### config.mk
export PLATFORM = sky130hd
export DESIGN_NAME = mul_seq_ctrl
export DESIGN_NICKNAME = d
export VERILOG_FILES = /design/src/rtl/mul_pkg.sv /design/src/rtl/mul_seq_ctrl_fa.sv /design/src/rtl/mul_seq_ctrl.sv
export SDC_FILE = /design/constraint.sdc
export NUM_CORES = 1
export LEC_CHECK = 0
export ABC_CLOCK_PERIOD_IN_PS = 4400
export BUFFER_PORTS_ARGS = -buffer_cell sky130_fd_sc_hd__buf_2
export CAP_MARGIN = 40
export CORE_UTILIZATION = 51
export CTS_CLUSTER_SIZE = 20
export DETAILED_ROUTE_END_ITERATION = 8
export GPL_ROUTABILITY_DRIVEN = 1
export PLACE_DENSITY = 0.66
export SLEW_MARGIN = 20
export SYNTH_ARGS = -nofsm -noshare
export SYNTH_HDL_FRONTEND = slang
export SYNTH_SLANG_ARGS = --single-unit
export TNS_END_PERCENT = 1
### constraint.sdc
create_clock -name clk_in -period 4.4 [get_ports clk_in]
set_input_delay 0.88 -clock clk_in [delete_from_list [all_inputs] [get_ports clk_in]]
set_output_delay 0.88 -clock clk_in [all_outputs]
set_load 0.05 [all_outputs]
### src/rtl/mul_pkg.sv
// Shared types for the iterative RV32M multiply unit.
package mul_pkg;

  typedef enum logic [1:0] {
    MUL    = 2'b00,
    MULH   = 2'b01,
    MULHSU = 2'b10,
    MULHU  = 2'b11
  } mul_op_t;

  typedef enum logic [1:0] {
    IDLE  = 2'b00,
    CALC  = 2'b01,
    FIXUP = 2'b10,
    DONE  = 2'b11
  } mul_state_t;

  localparam int unsigned MUL_ITER = 32;

endpackage

### src/rtl/mul_seq_ctrl_fa.sv
// 32-bit full adder shared by every shift-add iteration of the multiplier.
module FullAdder32b (
  input  logic [31:0] a,
  input  logic [31:0] b,
  input  logic        carry_in,
  output logic [31:0] sum,
  output logic        carry_out
);

  // Plain ripple-free add; synthesis picks the adder architecture.
  always_comb begin
    {carry_out, sum} = {1'b0, a} + {1'b0, b} + {32'b0, carry_in};
  end

endmodule

### src/rtl/mul_seq_ctrl.sv
// Iterative RV32M multiplier (MUL/MULH/MULHSU/MULHU): 32 shift-add cycles
// through one shared adder, then a one-cycle sign fix-up.
module mul_seq_ctrl
  import mul_pkg::*;
#(
  parameter bit          SKIP_ZERO = 1'b1,
  parameter int unsigned ITER      = MUL_ITER
) (
  input  logic        clk_in,
  input  logic        reset_n_in,
  input  logic        start_valid_in,
  output logic        ready_out,
  input  logic [1:0]  op_in,
  input  logic [31:0] operand1_in,
  input  logic [31:0] operand2_in,
  input  logic        kill_in,
  output logic        result_valid_out,
  input  logic        result_ready_in,
  output logic [31:0] result_out
);

  localparam int unsigned CNT_W = $clog2(ITER);

  mul_state_t        state, state_nxt;
  mul_op_t           op_dec, op_q;
  logic [31:0]       mcand, acc_hi, lo;
  logic              neg_flag;
  logic [CNT_W-1:0]  count;

  logic              op1_signed, op2_signed, op1_neg, op2_neg, zero_skip;
  logic [31:0]       mag1, mag2;
  logic [31:0]       fa_b, fa_sum;
  logic              fa_co;
  logic [63:0]       prod, prod_fix;

  // Operand decode: signedness per op, magnitudes and the zero bypass.
  always_comb begin
    op_dec     = mul_op_t'(op_in);
    op1_signed = (op_dec == MULH) || (op_dec == MULHSU);
    op2_signed = (op_dec == MULH);
    op1_neg    = op1_signed && operand1_in[31];
    op2_neg    = op2_signed && operand2_in[31];
    mag1       = op1_neg ? (~operand1_in + 32'd1) : operand1_in;
    mag2       = op2_neg ? (~operand2_in + 32'd1) : operand2_in;
    zero_skip  = SKIP_ZERO && ((operand1_in == '0) || (operand2_in == '0));
  end

  // Partial-product addend and 64-bit sign correction of the raw product.
  always_comb begin
    fa_b     = lo[0] ? mcand : '0;
    prod     = {acc_hi, lo};
    prod_fix = neg_flag ? (~prod + 64'd1) : prod;
  end

  FullAdder32b u_fa (
    .a         (acc_hi),
    .b         (fa_b),
    .carry_in  (1'b0),
    .sum       (fa_sum),
    .carry_out (fa_co)
  );

  // State register.
  always_ff @(posedge clk_in or negedge reset_n_in) begin
    if (!reset_n_in) state <= IDLE;
    else             state <= state_nxt;
  end

  // Next-state logic; kill overrides every other request.
  always_comb begin
    state_nxt = state;
    ready_out = (state == IDLE);
    if (kill_in) begin
      state_nxt = IDLE;
    end else begin
      case (state)
        IDLE:  if (start_valid_in) state_nxt = zero_skip ? DONE : CALC;
        CALC:  if (count == CNT_W'(ITER - 1)) state_nxt = FIXUP;
        FIXUP: state_nxt = DONE;
        DONE:  if (result_valid_out && result_ready_in) state_nxt = IDLE;
        default: state_nxt = IDLE;
      endcase
    end
  end

  // Datapath: operand capture, shift-add iteration, fix-up and result handshake.
  always_ff @(posedge clk_in or negedge reset_n_in) begin
    if (!reset_n_in) begin
      mcand            <= '0;
      acc_hi           <= '0;
      lo               <= '0;
      neg_flag         <= 1'b0;
      op_q             <= MUL;
      count            <= '0;
      result_out       <= '0;
      result_valid_out <= 1'b0;
    end else if (kill_in) begin
      result_valid_out <= 1'b0;
      count            <= '0;
    end else begin
      case (state)
        IDLE: begin
          if (start_valid_in) begin
            mcand    <= mag1;
            acc_hi   <= '0;
            lo       <= mag2;
            neg_flag <= op1_neg ^ op2_neg;
            op_q     <= op_dec;
            count    <= '0;
            if (zero_skip) begin
              result_out       <= '0;
              result_valid_out <= 1'b1;
            end
          end
        end
        CALC: begin
          // 65-bit {carry,sum,lo} shifted right by one keeps the top carry.
          acc_hi <= {fa_co, fa_sum[31:1]};
          lo     <= {fa_sum[0], lo[31:1]};
          count  <= count + CNT_W'(1);
        end
        FIXUP: begin
          result_out       <= (op_q == MUL) ? prod_fix[31:0] : prod_fix[63:32];
          result_valid_out <= 1'b1;
        end
        DONE: begin
          if (result_valid_out && result_ready_in) result_valid_out <= 1'b0;
        end
        default: ;
      endcase
    end
  end

endmodule

Yosys cells after proc, flatten, opt, wreduce, memory -nomap -nowiden:

Cells that the tools add are included.

* $add $sub $neg: 5
* eq/ne operators: 12
* muxes and demuxes: 26
* bitwise logic cells: 5
* reductions and logical operators: 19

Operators by type and width (number)
* 32-bit two-way mux: 8
* 32-bit one-hot mux with 2 select lines: 3
* 32-bit by 1-bit adder with 32-bit output, second input constant: 2
* 64-bit by 1-bit adder with 64-bit output, second input constant: 1
* 32-bit zero test: 2
* 64-bit two-way mux: 1
* 32-bit NOT: 2
* 64-bit NOT: 1
* 32-bit by 32-bit adder with 33-bit output: 1
* 2-bit two-way mux: 5
* 5-bit two-way mux: 2
* 5-bit one-hot mux with 2 select lines: 1
* 3-bit AND reduction: 3
* 2-bit one-hot mux with 4 select lines: 1
* 4-bit AND reduction: 2
* 2-bit equality test, second input constant: 3
* 3-bit != test, second input constant: 2
* 5-bit by 1-bit adder with 5-bit output, second input constant: 1
* 5-bit equality test, second input constant: 1
* 2-bit by 1-bit equality test with 1-bit output, second input constant: 2
* 2-bit zero test: 2
* 1-bit two-way mux: 4
* 2-bit nonzero test: 2
* 4-bit nonzero test: 1
* other kinds (11): 14

* flip-flop bits (word level): 139
* output and inout port bits: 34

Longest topological paths before layout:

Gate-level depths: netlist of run 1.

* depth in word-level cells: 6
* gate-level depth with buffers: 13
* mapped depth without buffers: 11

Cells and area by module:

A second synthesis of run 1 with hierarchy kept.

* cells, all modules: 1383
* area, all modules: 11287.1 um^2

Modules (own cells, without submodules)
* mul_seq_ctrl: times used 1, cells an instance 1124, area an instance 9432.8 um^2, sequential area each 3478.3 um^2
* FullAdder32b: times used 1, cells an instance 259, area an instance 1854.3 um^2, sequential area each 0.0 um^2

Worst setup path before layout of run 1:

OpenSTA, ideal clock, no wires.

* path type: input to register
* start: input operand2_in[25]
* end: register result_out[0]
* setup time: 121 ps
* arrival: 3332 ps
* path slack: 947 ps
* stages: 9
* buffers on the path: 2
* cell sequence: or4_4 > or4_4 > or4_4 > o32a_4 > o22ai_2 > nand2b_1 > buf_6 > buf_6 > a22o_1

* cells in the longest elaborated chain, start to end: 4

Ends and longest elaborated chain
* start: declaration: line mul_seq_ctrl.sv:15 `input logic [31:0] operand2_in,`
* 32-bit zero test: line mul_seq_ctrl.sv:45 `zero_skip = SKIP_ZERO && ((operand1_in == '0) || (operand2_in == '0));`
* 1-bit logical OR: line mul_seq_ctrl.sv:45
* 2-bit by 1-bit != test with 1-bit output (no source line)
* 4-bit AND reduction (no source line)
* end signal: assignment: line mul_seq_ctrl.sv:123 `result_out <= (op_q == MUL) ? prod_fix[31:0] : prod_fix[63:32];`
* end: declaration: line mul_seq_ctrl.sv:19 `output logic [31:0] result_out`

No other way between the ends.
A chain may end at the register's enable or synchronous reset.

Final worst setup path of run 1:

* start: register lo[0]
* end: register acc_hi[29]

* cells in the longest elaborated chain, start to end: 3

Ends and longest elaborated chain
* start: declaration: line mul_seq_ctrl.sv:26 `logic [31:0] mcand, acc_hi, lo;`
* start signal: assignment: line mul_seq_ctrl.sv:106 `lo <= mag2;`
* start signal: assignment: line mul_seq_ctrl.sv:119 `lo <= {fa_sum[0], lo[31:1]};`
* 32-bit two-way mux: line mul_seq_ctrl.sv:50 `fa_b = lo[0] ? mcand : '0;`
* 32-bit by 32-bit adder with 33-bit output: line mul_seq_ctrl_fa.sv:12 `{carry_out, sum} = {1'b0, a} + {1'b0, b} + {32'b0, carry_in};`
* 32-bit one-hot mux with 2 select lines: line mul_seq_ctrl.sv:101 `case (state)`
* end signal: assignment: line mul_seq_ctrl.sv:118 `acc_hi <= {fa_co, fa_sum[31:1]};`
* end: declaration: line mul_seq_ctrl.sv:26

No other way between the ends.

==> results of run 1 <==
stage by stage:
step,instance area [sq um],worst slack (ns)
2_1_floorplan,10640,0.9472
3_3_place_gp,11320,0.5541
3_5_place_dp,11330,0.5096
4_1_cts,11870,0.8434
5_1_grt,11870,0.5688
6_report,11870,0.8222
worst max-delay path by stage:
stage / to / slack, ns / cells after the start
2_1_floorplan: result_out[0]$_DFFE_PN0P_ / 0.95 / 9
3_3_place_gp: result_out[7]$_DFFE_PN0P_ / 0.55 / 8
3_5_place_dp: result_out[13]$_DFFE_PN0P_ / 0.51 / 8
4_1_cts: acc_hi[29]$_DFFE_PN0P_ / 0.84 / 11
5_1_grt: acc_hi[29]$_DFFE_PN0P_ / 0.57 / 11
6_report: acc_hi[29]$_DFFE_PN0P_ / 0.82 / 11
registers in the layout, summed over array words and instances, names as in the netlist:
| register | cells |
|---|---|
| lo | 32 |
| acc_hi | 32 |
| state | 2 |
| neg_flag | 1 |
| mcand | 32 |
| count | 5 |
| result_valid_out | 1 |
| op_q | 2 |
| result_out | 32 |
final cells by class:
type | instances | area, sq um
timing repair buffer | 122 | 684.4
clock inverter | 10 | 95.09
tap | 270 | 337.8
inverter | 27 | 101.3
fill | 1870 | 8493
clock buffer | 21 | 450.4
multi-input combinational | 1049 | 6724
sequential | 139 | 3478
report_power, final:
group	internal (mW)	total [mW]	switching [mW]
clock	0.790	1.36	0.566
combinational	1.61	4.52	2.91
sequential	1.79	2.46	0.672
total	4.19	8.34	4.14
critical path: cells and delay by family (launching register included):
kind,cells,cell delay (ns)
buffers and inverters,2,0.52
flip-flops,1,0.49
AND/OR/NAND/NOR,2,0.35
AO/OA/AOI/OAI,6,1.68
adder cells (fa/ha/maj),1,0.42
cell families after synthesis:
logic type      share of synthesized area, %
compound gates                         24.88
xor+xnor                               10.78
fa+ha+maj                              5.126
buf+inv                                4.162
flops                                  32.68
mux                                    1.740
simple gates                           20.63
routing by layer:
metal | up-vias | part of all wire, % | global-route usage, %
met1 | 4515 | 52 | 43.44
met3 | 36 | 6.1 | 4.250
li1 | 4830 | - | -
met4 | 0 | 2.0 | 8.542
met5 | - | 0 | 0
met2 | 349 | 40 | 38.05
placed cells by master, fill, tap and decap left out, drive strengths merged, types with 42 or more instances in the layout:
cell type | netlist | layout
a21oi | 70 | 70
buf | 13 | 122
dfrtp | 139 | 139
ha | 42 | 42
nand2 | 179 | 179
nor2 | 79 | 79
o21ai | 150 | 150
o31ai | 43 | 43
xnor2 | 57 | 57
xor2 | 74 | 74
==> qor.log, run 1 <==
qor: outcome.status finished, final reports clean
qor: sta.maxSlewHeadroom 47.80%
qor: floorplan.fp.dieH 146.5 microns
qor: grt.grt_pass1_vias 8717
qor: synthesis.yosys_register_bits 139
qor: place.gp_congestion 0.9301
qor: floorplan.top_level_ports 105
qor: power_and_ir_drop.power-per-cell-area 702.3 nW/um^2
qor: clock_network.htreeDepth 4
qor: place.detailedPlacementHpwl 22.34 mm
qor: drt.post_drt_via_cell_ratio 5.940
qor: worst_setup_path.timing.rr.end acc_hi[29]$_DFFE_PN0P_
qor: synthesis.post-synth-top-area-fraction 32.68%
qor: sta.report.final.slew_viol_count 0
qor: worst_setup_path.critPathMaxStageDelay 0.53 ns
qor: finish.finish.net_count 1470
qor: sta.rsz_0062_raised_after_global_routing no
qor: clock_network.post_cts_hold_buffer_count 0
qor: worst_setup_path.worstSetupStartpoint lo[0]$_DFFE_PN0P_
qor: sta.timing_hold_violations_final 0
qor: clock_network.worst_skew_pair.late_latency 0.42 ns
qor: sta.setup_viol 0
qor: floorplan.dieWidth 146.5 microns
qor: sta.finalSetupTns 0 ns
qor: synthesis.synth-edff-count 0
qor: power_and_ir_drop.irDropWorstVdd 0.3127 mV
qor: power_and_ir_drop.leakage 5.414 nW
qor: worst_setup_path.rr_worst_depth 11
qor: drt.route.vias.total 9730
qor: place.io_buf_count 104
qor: grt.track_usage 27.59%
qor: sta.timing.final.crit_share 81.31%
qor: finish.area_growth 11.54%
qor: clock_network.postCtsSetupBuffers 0
qor: grt.grt.overflow.total 0
qor: clock_network.cts_clock_pin_slew_for_the_worst_setup_and_hold_paths 0.06 ns
qor: clock_network.ctsResizeCount 0
qor: synthesis.synthMostInstantiatedCell nand2_1
qor: worst_setup_path.cp.arrival 3.89 ns
qor: synthesis.synth.top_cells.by_area dfrtp_1 (33%), o21ai_0 (7.0%), nand2_1 (6.3%)
qor: drt.detailedRoute.firstPassIterationCount 7
qor: clock_network.clock_path_buffers 2
qor: clock_network.clock_sinks 139
qor: synthesis.synth_area 10640 sq um
qor: grt.grt_antenna_before_repair 0
qor: drt.post-route-drc-count 0
qor: synthesis.postSynth.topFlopCell dfrtp_1
qor: drt.avgRoutedWirePerCell 17.87 microns
qor: worst_setup_path.criticalPathCategory reg2reg
qor: floorplan.initial_utilization 52.26%
qor: finish.antennaDiodeCount 0
qor: grt.maximum_number_of_pins_on_one_net_before_global_route_repair 75
qor: place.place_inst 1607
qor: clock_network.tritoncts built
qor: sta.period_needed 3.578 ns
qor: floorplan.placeableCoreArea 20360 sq um
qor: synthesis.synth_sequential_area_ratio 32.68%
qor: clock_network.ctsRootBufferMaster clkbuf_16
qor: finish.finish.utilization 58.29%
qor: drt.totalWireLength 29.28 mm
qor: worst_setup_path.path_max_fanout 32
qor: worst_setup_path.most_common_cell_type_on_the_critical_path buf_4
qor: synthesis.mean_instance_size_in_the_synthesized_netlist 8.206 sq um
qor: worst_setup_path.timing.critical_path.cells buf_4 -> nand2_1 -> fa_1 -> nor2b_1 -> o31a_1 -> o21a_1 -> o2111ai_1 -> o41ai_1 -> buf_4 -> a311oi_1 -> a221o_1
qor: finish.instances_no_fill 1638
qor: drt.detail_route.iter0.violations 781
qor: worst_setup_path.crit_path_start_kind register
qor: drt.detail-route-antenna-nets 0
qor: grt.first_pass_grt_wire_length 46.85 mm
qor: finish.drive_above_1_share 12.94%
qor: sta.hold_ws 0.4526 ns
qor: sta.worst-slew-pin-transition 0.7829 ns
qor: worst_setup_path.critical-path-slowest-cell o41ai_1
qor: synthesis.netlist_instances 1297
qor: worst_setup_path.regToRegSetupSlack 0.82 ns
qor: synthesis.yosys-top-cells-count nand2_1 (179), o21ai_0 (149), dfrtp_1 (139), nor2_1 (79), xor2_1 (74)
qor: worst_setup_path.setup.worst_path.end_class register
qor: synthesis.async_flop_share 100.0%
qor: synthesis.synth_cell_type_count 68
qor: sta.finalClockSkew 0.01427 ns
qor: power_and_ir_drop.total_power 8.338 mW
qor: min_path.hold_path_class in2async
qor: synthesis.synth_nets 1411
qor: worst_setup_path.r2r_start lo[0]$_DFFE_PN0P_
qor: clock_network.cts_made_buffers 17
qor: synthesis.ys_warnings 0
qor: flow_run.cap_viol_max_count 0
qor: worst_setup_path.worstPathRequired 4.71 ns
qor: sta.timing.fmax 0.2795 GHz
qor: floorplan.design.die.area 21450 sq um
qor: synthesis.post-synth-top-area-cell dfrtp_1
qor: floorplan.number_of_placement_rows 52
Note: power is estimated with default switching activity, not from simulation.
==> run 2, diff against run 1 <==
Settings changed: ABC_CLOCK_PERIOD_IN_PS 4400 to 3650.
Clock period 4.4 ns to 3.65 ns, I/O delays scaled along.
==> run 2 against run 1 <==
Compared with the run above:
- first-iteration DRC count fell by 16%
- flip-flop and latch count did not move
- largest power group unchanged
- largest cell class unchanged
- final area rose by 2.0%
- count of clock-buffer cells in the layout fell by 3
- critical endpoint is now acc_hi[24]$_DFFE_PN0P_
==> qor.log, run 2 (synthesis gave the netlist of run 1 again) <==
qor: outcome.status finished, final reports clean
qor: worst_setup_path.criticalPathCategory reg2reg
qor: place.io_buf_count 104
qor: sta.timing_hold_violations_final 0
qor: sta.setup_viol 0
qor: finish.drive_above_1_share 14.22%
qor: worst_setup_path.r2r_start lo[0]$_DFFE_PN0P_
qor: grt.grt_pass1_vias 9008
qor: sta.timing.final.crit_share 92.96%
qor: flow_run.cap_viol_max_count 0
qor: grt.grt.overflow.total 0
qor: clock_network.post_cts_hold_buffer_count 0
qor: power_and_ir_drop.leakage 5.546 nW
qor: clock_network.ctsRootBufferMaster clkbuf_16
qor: drt.post_drt_via_cell_ratio 5.935
qor: floorplan.initial_utilization 52.26%
qor: worst_setup_path.crit_path_start_kind register
qor: min_path.hold_path_class in2async
qor: worst_setup_path.timing.critical_path.cells buf_4 -> and2_1 -> ha_1 -> a2111o_1 -> o211ai_1 -> a211oi_1 -> o21ai_1 -> a311oi_1 -> or3_1 -> a32o_1
qor: finish.finish.net_count 1486
qor: drt.detail-route-antenna-nets 0
qor: place.detailedPlacementHpwl 22.61 mm
qor: power_and_ir_drop.irDropWorstVdd 0.3965 mV
qor: clock_network.cts_made_buffers 17
qor: worst_setup_path.critPathMaxStageDelay 0.56 ns
qor: floorplan.number_of_placement_rows 52
qor: drt.detail_route.iter0.violations 655
qor: place.placed_cell_area 11450 sq um
qor: clock_network.ctsResizeCount 0
qor: sta.finalSetupTns 0 ns
qor: power_and_ir_drop.power-per-cell-area 857.6 nW/um^2
qor: drt.route.vias.total 9823
qor: finish.final_cell_mix nand2_1 (179), o21ai_0 (149), dfrtp_1 (139)
qor: worst_setup_path.critical-path-slowest-cell o21ai_1
qor: floorplan.dieWidth 146.5 microns
qor: finish.antennaDiodeCount 0
qor: sta.period_needed 3.393 ns
qor: worst_setup_path.setup.worst_path.end_class register
qor: drt.totalWireLength 29.39 mm
qor: clock_network.clock_path_buffers 2
qor: clock_network.worst_skew_pair.late_latency 0.43 ns
qor: clock_network.postCtsSetupBuffers 0
qor: sta.maxSlewHeadroom 48.27%
qor: finish.layout.cells.most_common nand2_1
qor: drt.detailedRoute.firstPassIterationCount 5
qor: sta.timing.fmax 0.2947 GHz
qor: floorplan.fp.dieH 146.5 microns
qor: sta.worst-slew-pin-transition 0.7759 ns
qor: finish.finish.utilization 59.48%
qor: power_and_ir_drop.total_power 10.39 mW
qor: grt.maximum_number_of_pins_on_one_net_before_global_route_repair 74
qor: finish.area_growth 13.81%
qor: grt.grt_antenna_before_repair 0
qor: grt.track_usage 28.07%
qor: clock_network.clock_sinks 139
qor: finish.finish.instance_area 12110 sq um
qor: clock_network.htreeDepth 4
qor: clock_network.cts_clock_pin_slew_for_the_worst_setup_and_hold_paths 0.07 ns
qor: drt.avgRoutedWirePerCell 17.76 microns
qor: sta.rsz_0062_raised_after_global_routing no
qor: worst_setup_path.worstPathRequired 3.97 ns
qor: clock_network.tritoncts built
qor: worst_setup_path.path_max_fanout 30
qor: grt.first_pass_grt_wire_length 47.79 mm
qor: floorplan.design.die.area 21450 sq um
qor: floorplan.top_level_ports 105
qor: place.gp_congestion 0.9018
qor: sta.report.final.slew_viol_count 0
qor: worst_setup_path.worstSetupStartpoint lo[0]$_DFFE_PN0P_
qor: drt.post-route-drc-count 0
qor: sta.finalClockSkew 0.01609 ns
qor: worst_setup_path.cp.arrival 3.72 ns
qor: floorplan.placeableCoreArea 20360 sq um
==> run 2: cell count changes in the layout (fill, tap and decap cells not counted), sizes merged <==
cell / delta
bufinv: +3
buf: +16
clkinvlp: +1
inv: +5
clkbuf: -3
clkinv: -5
==> run 2: path summary, 6_finish.rpt <==
check | endpoint | slack, ns | cells after the start
min in group clk_in | mcand[4]$_DFFE_PN0P_ | 0.47 | 2
worst max-delay path | acc_hi[24]$_DFFE_PN0P_ | 0.26 | 10
worst min register to register | mcand[4]$_DFFE_PN0P_ | 0.47 | 2
max in group asynchronous | acc_hi[6]$_DFFE_PN0P_ | 2.57 | 2
worst max register to register | acc_hi[24]$_DFFE_PN0P_ | 0.26 | 10
worst min-delay path | result_out[9]$_DFFE_PN0P_ | 0.32 | 1
==> run 2: final cells by class <==
cell class / count / area, sq um
tap: 270 / 337.8
inverter: 27 / 101.3
timing repair buffer: 138 / 823.3
sequential: 139 / 3478
multi-input combinational: 1049 / 6724
fill: 1866 / 8252
clock inverter: 14 / 209.0
clock buffer: 18 / 439.2
==> run 2: routing by layer <==
metal / global-route usage, % / vias to the layer above / wire length (microns)
met5: 0 / - / 0
met4: 8.021 / 0 / 485
met3: 4.188 / 24 / 1604
met2: 40.31 / 319 / 12190
met1: 43.22 / 4600 / 15110
li1: - / 4880 / -
==> run 2: worst max-delay path, delay by kind of cell (launching register included) <==
| kind | cells | cell delay (ns) |
|---|---|---|
| DFF | 1 | 0.49 |
| and+or+nand+nor | 2 | 0.51 |
| buffers and inverters | 1 | 0.29 |
| adders and majority gates | 1 | 0.28 |
| AOI/OAI and AO/OA | 6 | 1.72 |
==> run 2: power by group <==
group          switching (mW)  total [mW]  internal (mW)
logic                    3.54        5.54           2.00
registers               0.790        2.95           2.16
clock network           0.718        1.90           1.18
==> run 2: per-stage QoR <==
step	hold WS, ns	worst slack, ns	cells
finish	0.3235	0.2570	1655
CTS	0.3455	0.2879	1654
detailed placement	0.4634	0.1268	1622
global placement	0.4552	0.1400	1620
floorplan	0.4344	0.3203	1297
global route	0.3708	0.04904	1655
==> run 3, diff against run 2 <==
Settings changed: BUFFER_PORTS_ARGS -buffer_cell sky130_fd_sc_hd__buf_2 to -buffer_cell sky130_fd_sc_hd__buf_4, MAX_ROUTING_LAYER from default to met4.
==> run 3 against run 2 <==
Compared with the run above:
- global-route usage grew 1.3 points
- die area is the same
- wire length grew 0.60%
- critical path type unchanged
- final cell count shrank 0.12%
- combinational power grew 1%
- fmax shrank 2.0%
- highest routed layer unchanged
==> qor.log, run 3 (synthesis gave the netlist of run 1 again) <==
qor: grt.grt.overflow.total 0
qor: power_and_ir_drop.leakage 5.599 nW
qor: drt.detail-route-antenna-nets 0
qor: power_and_ir_drop.irDropWorstVdd 0.3588 mV
qor: floorplan.dieWidth 146.5 microns
qor: clock_network.post_cts_hold_buffer_count 0
qor: worst_setup_path.setup.worst_path.end_class register
qor: clock_network.cts_made_buffers 17
qor: sta.timing_hold_violations_final 0
qor: sta.setup_viol 0
qor: flow_run.cap_viol_max_count 0
qor: sta.maxSlewHeadroom 47.31%
qor: grt.grt_antenna_before_repair 0
qor: clock_network.postCtsSetupBuffers 0
qor: sta.hold_ws 0.1453 ns
qor: sta.finalSetupTns 0 ns
qor: grt.track_usage 29.32%
qor: clock_network.ctsResizeCount 0
qor: finish.multiInputGateArea 6724 sq um
qor: worst_setup_path.worstSetupStartpoint lo[0]$_DFFE_PN0P_
qor: worst_setup_path.regToRegSetupSlack 0.19 ns
qor: finish.antennaDiodeCount 0
qor: clock_network.clock_sinks 139
qor: drt.avgRoutedWirePerCell 17.88 microns
qor: worst_setup_path.r2r_start lo[0]$_DFFE_PN0P_
qor: floorplan.number_of_placement_rows 52
qor: outcome.status finished, final reports clean
qor: finish.finish.net_count 1484
qor: sta.timing.fmax 0.2887 GHz
qor: floorplan.initial_utilization 52.26%
qor: grt.maximum_number_of_pins_on_one_net_before_global_route_repair 88
qor: sta.rsz_0062_raised_after_global_routing no
qor: place.io_buf_count 104
qor: worst_setup_path.path_max_fanout 8
qor: worst_setup_path.cp.arrival 3.77 ns
qor: finish.final-seq-area 3478 sq um
qor: clock_network.clock_path_buffers 2
qor: worst_setup_path.worstPathRequired 3.96 ns
qor: floorplan.fp.dieH 146.5 microns
qor: floorplan.placeableCoreArea 20360 sq um
qor: finish.fill_cells 1906
qor: clock_network.cts_clock_pin_slew_for_the_worst_setup_and_hold_paths 0.06 ns
qor: min_path.hold_path_class in2async
qor: finish.final_cell_mix nand2_1 (179), o21ai_0 (149), dfrtp_1 (139)
qor: floorplan.design.die.area 21450 sq um
qor: drt.post-route-drc-count 0
qor: drt.totalWireLength 29.56 mm
qor: grt.top_usage_layer met1
qor: place.gp_congestion 0.9646
qor: drt.detail_route.iter0.violations 811
qor: drt.route.vias.total 9830
qor: place.detailedPlacementHpwl 22.74 mm
qor: grt.global_route.usage.met1 44.95%
qor: grt.first_pass_grt_wire_length 48.19 mm
qor: clock_network.ctsRootBufferMaster clkbuf_16
qor: clock_network.worst_skew_pair.late_latency 0.43 ns
qor: worst_setup_path.timing.rr.end acc_hi[29]$_DFFE_PN0P_
qor: drt.post_drt_via_cell_ratio 5.947
qor: clock_network.htreeDepth 4
qor: sta.period_needed 3.463 ns
qor: grt.met3_usage 3.719%
qor: finish.drive_above_1_share 14.03%
qor: grt.grt_pass1_vias 8941
qor: sta.worst-slew-pin-transition 0.7895 ns
qor: drt.detailedRoute.firstPassIterationCount 7
qor: finish.area_growth 16.08%
qor: worst_setup_path.rr_worst_depth 12
qor: floorplan.top_level_ports 105
qor: sta.timing.final.crit_share 94.89%
qor: clock_network.tritoncts built
qor: grt.met2_usage 40.40%
qor: sta.finalClockSkew 0.01143 ns
qor: worst_setup_path.crit_path_start_kind register
qor: power_and_ir_drop.power-per-cell-area 837.1 nW/um^2
qor: finish.layout.cells.most_common nand2_1
qor: worst_setup_path.criticalPathCategory reg2reg
qor: worst_setup_path.setup.worst_path.end acc_hi[29]$_DFFE_PN0P_
qor: sta.report.final.slew_viol_count 0
[run 3: changes by cell type in the layout (fill, tap and decap cells not counted), sizes merged]
cell    change
buf         -2
bufinv      -2
clkbuf      +2
clkinv      +2
inv         -2
[run 3: routing by layer]
metal,up-vias,share of wire [%]
li1,4856,-
met1,4572,50
met2,374,42
met3,28,6.6
met4,0,1.4
met5,-,0
[run 3: critical path: stages (launching register included)]
cell and delay, ns:
dfrtp_1 0.49, and2_1 0.17, ha_1 0.18, inv_1 0.06, fa_1 0.37, nor2b_1 0.20
o31a_1 0.21, o21a_1 0.20, o2111ai_1 0.25, o41ai_1 0.62, buf_4 0.22, a311oi_1 0.09
a221o_1 0.27
[run 3: metrics by stage]
step | utilization (%) | power [mW] | cells | worst slack, ns | area, sq um
2_1_floorplan | - | 6.769 | 1297 | 0.3203 | 10640
3_5_place_dp | 57.62 | 8.524 | 1620 | 0.1152 | 11730
4_1_cts | 60.53 | 10.31 | 1652 | 0.2471 | 12330
3_3_place_gp | 57.42 | 8.413 | 1618 | 0.1302 | 11690
5_1_grt | 60.67 | 11.05 | 1653 | 0.01432 | 12350
6_report | 60.67 | 10.34 | 1653 | 0.1867 | 12350
[run 3: cell type report]
cell class	instances	area share, %
clock inverter	12	1.104
clock buffer	20	3.697
sequential	139	28.15
multi-input combinational	1049	54.43
timing repair buffer	136	9.064
inverter	27	0.8203
tap	270	2.734
[run 3: how the worst min path moves through the flow]
stage	end	slack (ns)	depth (start not counted)
after global routing	result_out[9]$_DFFE_PN0P_	0.14	1
final	count[3]$_DFFE_PN0P_	0.15	1
after floorplan	acc_hi[0]$_DFFE_PN0P_	0.43	0
after global placement	mcand[4]$_DFFE_PN0P_	0.45	2
after CTS	result_out[14]$_DFFE_PN0P_	0.39	1
after detailed placement	mcand[17]$_DFFE_PN0P_	0.47	2
[run 3: power by group]
group / internal [mW] / switching, mW / total (mW)
registers: 2.16 / 0.833 / 2.99
clock network: 1.05 / 0.700 / 1.75
logic: 2.11 / 3.49 / 5.60
total: 5.31 / 5.03 / 10.3
